[src/rtl/if_fetch_unit.sv]
`default_nettype none
// ============================================================================
// Module      : if_fetch_unit
// Description : Instruction-fetch producer for the IF/ID pipeline register.
//               Owns the program counter, keeps at most one request
//               outstanding to instruction memory (req/ready + rvalid) and
//               buffers one fetched instruction. Handles pipeline freeze and
//               branch redirects, dropping wrong-path responses in flight.
// Ports       : clk             - clock, rising edge
//               rst             - synchronous reset, active low
//               freeze          - hold the buffered instruction
//               branch_taken    - redirect request
//               branch_addr     - redirect target
//               imem_req        - memory request
//               imem_addr       - memory request address
//               imem_ready      - memory accepted the request
//               imem_rvalid     - memory response valid
//               imem_rdata      - memory response word
//               valid_out       - buffer holds a valid instruction
//               pc_out          - fetched address + PC_STEP
//               instruction_out - fetched instruction
// Revision    : 1.0 - initial release
// ============================================================================
module if_fetch_unit #(
  parameter logic [31:0] RESET_PC = 32'h0,
  parameter logic [31:0] PC_STEP  = 32'd4
) (
  input  logic        clk,
  input  logic        rst,
  input  logic        freeze,
  input  logic        branch_taken,
  input  logic [31:0] branch_addr,
  output logic        imem_req,
  output logic [31:0] imem_addr,
  input  logic        imem_ready,
  input  logic        imem_rvalid,
  input  logic [31:0] imem_rdata,
  output logic        valid_out,
  output logic [31:0] pc_out,
  output logic [31:0] instruction_out
);

  typedef enum logic [1:0] {
    S_REQ  = 2'd0,
    S_WAIT = 2'd1,
    S_FULL = 2'd2
  } state_t;

  state_t      r_state;
  state_t      w_state_next;
  logic [31:0] r_pc;
  logic [31:0] w_pc_next;
  logic [31:0] r_buf_pc;
  logic [31:0] w_buf_pc_next;
  logic [31:0] r_buf_instr;
  logic [31:0] w_buf_instr_next;
  logic        r_drop;
  logic        w_drop_next;

  always_ff @(posedge clk) begin
    if (!rst) begin
      r_state     <= S_REQ;
      r_pc        <= RESET_PC;
      r_buf_pc    <= 32'h0;
      r_buf_instr <= 32'h0;
      r_drop      <= 1'b0;
    end else begin
      r_state     <= w_state_next;
      r_pc        <= w_pc_next;
      r_buf_pc    <= w_buf_pc_next;
      r_buf_instr <= w_buf_instr_next;
      r_drop      <= w_drop_next;
    end
  end

  always_comb begin
    w_state_next     = r_state;
    w_pc_next        = r_pc;
    w_buf_pc_next    = r_buf_pc;
    w_buf_instr_next = r_buf_instr;
    w_drop_next      = r_drop;
    imem_req         = 1'b0;
    imem_addr        = r_pc;
    valid_out        = 1'b0;
    pc_out           = 32'h0;
    instruction_out  = 32'h0;

    case (r_state)
      S_REQ: begin
        // A redirect suppresses the request so the stale pc never goes out.
        imem_req = ~branch_taken;
        if (branch_taken) begin
          w_pc_next = branch_addr;
        end else if (imem_ready) begin
          w_state_next = S_WAIT;
        end
      end

      S_WAIT: begin
        if (imem_rvalid) begin
          if (r_drop || branch_taken) begin
            // Wrong-path response: throw it away and refetch from pc.
            w_drop_next  = 1'b0;
            w_state_next = S_REQ;
            if (branch_taken) begin
              w_pc_next = branch_addr;
            end
          end else begin
            w_buf_instr_next = imem_rdata;
            w_buf_pc_next    = r_pc + PC_STEP;
            w_pc_next        = r_pc + PC_STEP;
            w_state_next     = S_FULL;
          end
        end else if (branch_taken) begin
          // Response still owed by memory; remember to discard it.
          w_pc_next   = branch_addr;
          w_drop_next = 1'b1;
        end
      end

      S_FULL: begin
        valid_out       = 1'b1;
        pc_out          = r_buf_pc;
        instruction_out = r_buf_instr;
        if (branch_taken) begin
          w_pc_next    = branch_addr;
          w_state_next = S_REQ;
        end else if (!freeze) begin
          w_state_next = S_REQ;
        end
      end

      default: begin
        w_state_next = S_REQ;
      end
    endcase
  end

endmodule
`default_nettype wire

[config.mk]
export PLATFORM = sky130hd
export DESIGN_NAME = if_fetch_unit
export DESIGN_NICKNAME = d
export VERILOG_FILES = /design/src/rtl/if_fetch_unit.sv
export SDC_FILE = /design/constraint.sdc
export NUM_CORES = 1
export LEC_CHECK = 0
export ABC_AREA = 0
export CAP_MARGIN = 5
export CORE_ASPECT_RATIO = 1.5
export CORE_MARGIN = 5
export CORE_UTILIZATION = 35
export CTS_CLUSTER_DIAMETER = 150
export DETAILED_ROUTE_END_ITERATION = 10
export DONT_BUFFER_PORTS = 1
export PLACE_DENSITY_LB_ADDON = 0.2
export SYNTH_ARGS = -nofsm -noshare
export SYNTH_HDL_FRONTEND = slang
export SYNTH_SLANG_ARGS = --single-unit
[constraint.sdc]
create_clock -name clk -period 5.9 [get_ports clk]
set_input_delay 1.77 -clock clk [delete_from_list [all_inputs] [get_ports clk]]
set_output_delay 1.77 -clock clk [all_outputs]
set_load 0.02 [all_outputs]
==> flow_summary.json <==
{
  "post-route-period-util_pct": 69.12,
  "setup_ws_ns": 1.822,
  "final-setup-viol-count": 0,
  "die_h_um": 157.3,
  "leakage_uw": 0.001805,
  "setup_tns_ns": 0,
  "min_path_cells": 2,
  "ios": 168,
  "fmax_ghz": 0.2452,
  "cts_resized": 0,
  "worst-setup-path-type": "reg -> out",
  "numCtsBuffers": 9,
  "synth_cells": 649,
  "grt_pass1_wl_um": 23210,
  "reg2reg_to": "imem_addr[8]$_SDFFE_PN0P_",
  "grt_pass1_vias": 4171,
  "hold_path.class": "reg -> reg",
  "clkLatencyLatePin_ns": 0.34,
  "syn_avg_cell_area_um2": 7.798,
  "seqCellArea_um2": 1982,
  "layout-drive-gt1-share_pct": 6.494,
  "cts_buffer_depth": 2,
  "ctsRootBufferMaster": "clkbuf_16",
  "fp.dieW_um": 108.2,
  "area_delta_synth_final_pct": 7.367,
  "io_buffers": 0,
  "hpwl_um": 11330,
  "synth_ff_type": "dfxtp_1",
  "min_to": "r_buf_instr[3]$_SDFFE_PN0P_",
  "cts.hold.buffers_added": 0,
  "post_cts_buffers": 0,
  "diodes": 0,
  "antenna_left": 0,
  "status": "completed",
  "drc": 0,
  "async_flop_share_pct": 0,
  "gp_congestion": 0.9091,
  "final.setup_skew_ns": 0.008165,
  "synth_edf_count": 0,
  "grt_max_degree": 51,
  "vias": 4406,
  "num_rows": 53,
  "cp.arrival_ns": 2.31,
  "worst_pin_slew_ns": 1.104,
  "die_area_um2": 17010,
  "ys_ff_latch": 99,
  "final_nets": 682,
  "ctsHtreeMaxLevel": 3,
  "p_per_area_nw_per_um2": 261.5,
  "antenna_found_initial": 0,
  "critPathCaptureType": "output pin",
  "grt.total_usage_pct": 17.67,
  "syn_area_um2": 5061,
  "dr.first_iter.drc_count": 257,
  "worstPathMaxFanout": 41,
  "period_minus_slack_ns": 4.078,
  "clk_pin_slew_worst_paths_ns": 0.07,
  "vias_per_cell": 5.453,
  "maxCapViolCount": 0,
  "critPathLaunchType": "register",
  "seq_area_frac_synth_pct": 39.16,
  "fillers": 1486,
  "synth_warnings": 0,
  "ys_types": 62,
  "cts_sinks": 99,
  "cts_tree": "yes",
  "wl_um": 15280,
  "rsz0062_at_grt": "false",
  "r2r_cells": 6,
  "hp-start": "r_buf_instr[3]$_SDFFE_PN0P_",
  "multi_input_area_um2": 2839,
  "crit_required_ns": 4.13,
  "syn-num-nets": 720,
  "r2r_setup_slack_ns": 3.25,
  "routedWlPerCell_um": 18.92,
  "start_util_pct": 35.83,
  "maxSlewHeadroom_pct": 26.39,
  "first_pass_iters": 4,
  "slew_viol_final": 0,
  "dpl_worst_slack_ns": 1.867,
  "core_area_um2": 14120,
  "gr-total-overflow": 0,
  "ir_drop_mv": 0.1275,
  "hold_violations": 0,
  "r2r-start": "r_state[0]$_SDFFE_PN0P_"
}
[worst max-delay path: stages, from the launching register on]
cell and delay (ns):
dfxtp_1 0.60, nor2b_4 0.64, buf_4 0.40, and2_1 0.31
[synth_stat cells (4+ instances only)]
cell type	instances	area, um2
clkbuf_1	38	142.6
mux2i_1	5	50.05
nor4_1	5	31.28
o22ai_1	4	25.02
nand2_1	93	349.1
a31oi_1	4	25.02
o21ai_0	34	170.2
a311oi_1	4	35.03
xor2_1	9	78.83
a211oi_1	15	112.6
nand4_1	7	43.79
o21a_1	6	45.04
and2_1	69	431.7
nor3_1	21	105.1
buf_2	11	55.05
nand3_1	17	85.08
and3_1	8	50.05
a22oi_1	11	82.58
xnor2_1	15	131.4
nor2b_1	6	37.54
nor2_1	40	150.1
inv_1	6	22.52
dfxtp_1	99	1982
and4_1	6	52.55
a21oi_1	68	340.3
[layout make-up]
type                    instances  area share [%]
well taps                     192           4.421
clock buffers                  10           4.398
inverters                       7          0.4835
multi-input cells             487           52.24
flip-flops and latches         99           36.47
clock inverters                 6           1.013
repair buffers                  7          0.9671
[worst max-delay path by stage]
stage	startpoint	cells past startpoint	end	slack (ns)
after floorplan	branch_taken	3	imem_req	1.55
after global placement	branch_taken	1	imem_req	1.86
after detailed placement	branch_taken	1	imem_req	1.87
after CTS	r_state[1]$_SDFFE_PN0P_	3	pc_out[13]	1.78
after global routing	r_state[1]$_SDFFE_PN0P_	3	pc_out[13]	1.67
final	r_state[1]$_SDFFE_PN0P_	3	pc_out[13]	1.82
[state kept, by name, summed over array words and instances, names as in the netlist]
| signal | cells |
|---|---|
| imem_addr | 32 |
| r_buf_instr | 32 |
| r_buf_pc | 32 |
| r_drop | 1 |
| r_state | 2 |
[kinds of logic (layout without fill, tap and decap cells)]
family / count (synthesis) / after routing / synth area share (%)
xor+xnor: 24 / 24 / 4.153
simple gates: 294 / 294 / 30.56
buf+inv: 63 / 30 / 5.389
fa+ha+maj: 1 / 1 / 0.2472
flops: 99 / 99 / 39.16
compound gates: 163 / 163 / 19.51
mux: 5 / 5 / 0.9889
[power breakdown]
group | internal, uW | leakage (uW) | total, uW | switching [uW]
clock | 306 | 0.000146 | 580 | 274
sequential | 692 | 0.000806 | 747 | 55.1
combinational | 39.5 | 0.000853 | 94.4 | 55.0
total | 1040 | 0.00180 | 1420 | 384
[placed cells by master, fill, tap and decap left out, types with 3 or more instances in the layout]
cell type	Yosys	final
o21ai_0	34	34
dfxtp_1	99	99
clkinv_4	0	3
a21oi_1	68	68
mux2i_1	5	5
o21a_1	6	6
a211oi_1	15	15
a311oi_1	4	4
o221ai_1	3	3
and3_1	8	8
o22ai_1	4	4
a31oi_1	4	4
xor2_1	9	9
inv_1	6	6
nand3_1	17	17
nor4_1	5	5
and4_1	6	6
nand4_1	7	7
clkbuf_16	0	9
a22oi_1	11	11
nand2_1	93	93
nor2b_1	6	5
buf_4	2	7
nor3_1	21	21
and2_1	69	69
xnor2_1	15	15
nor2_1	40	39
[metal layers]
metal  global-route usage (%)  wire length [um]
met1                    20.25              6018
met5                        0                 0
met2                    31.47              7713
met4                    5.776               308
met3                    4.965              1244
[through the flow]
step           utilization, %  instances  total power [uW]  hold slack [ns]  cell area (um2)
2_1_floorplan               -        649             828.8           0.4317             5061
3_3_place_gp            36.39        792             855.4           0.4386             5140
3_5_place_dp            36.39        792             857.8           0.4428             5140
4_1_cts                 38.47        808              1438           0.4529             5434
5_1_grt                 38.47        808              1486           0.4709             5434
6_report                38.47        808              1421           0.4510             5434
Power figures use the tool's default switching activity.
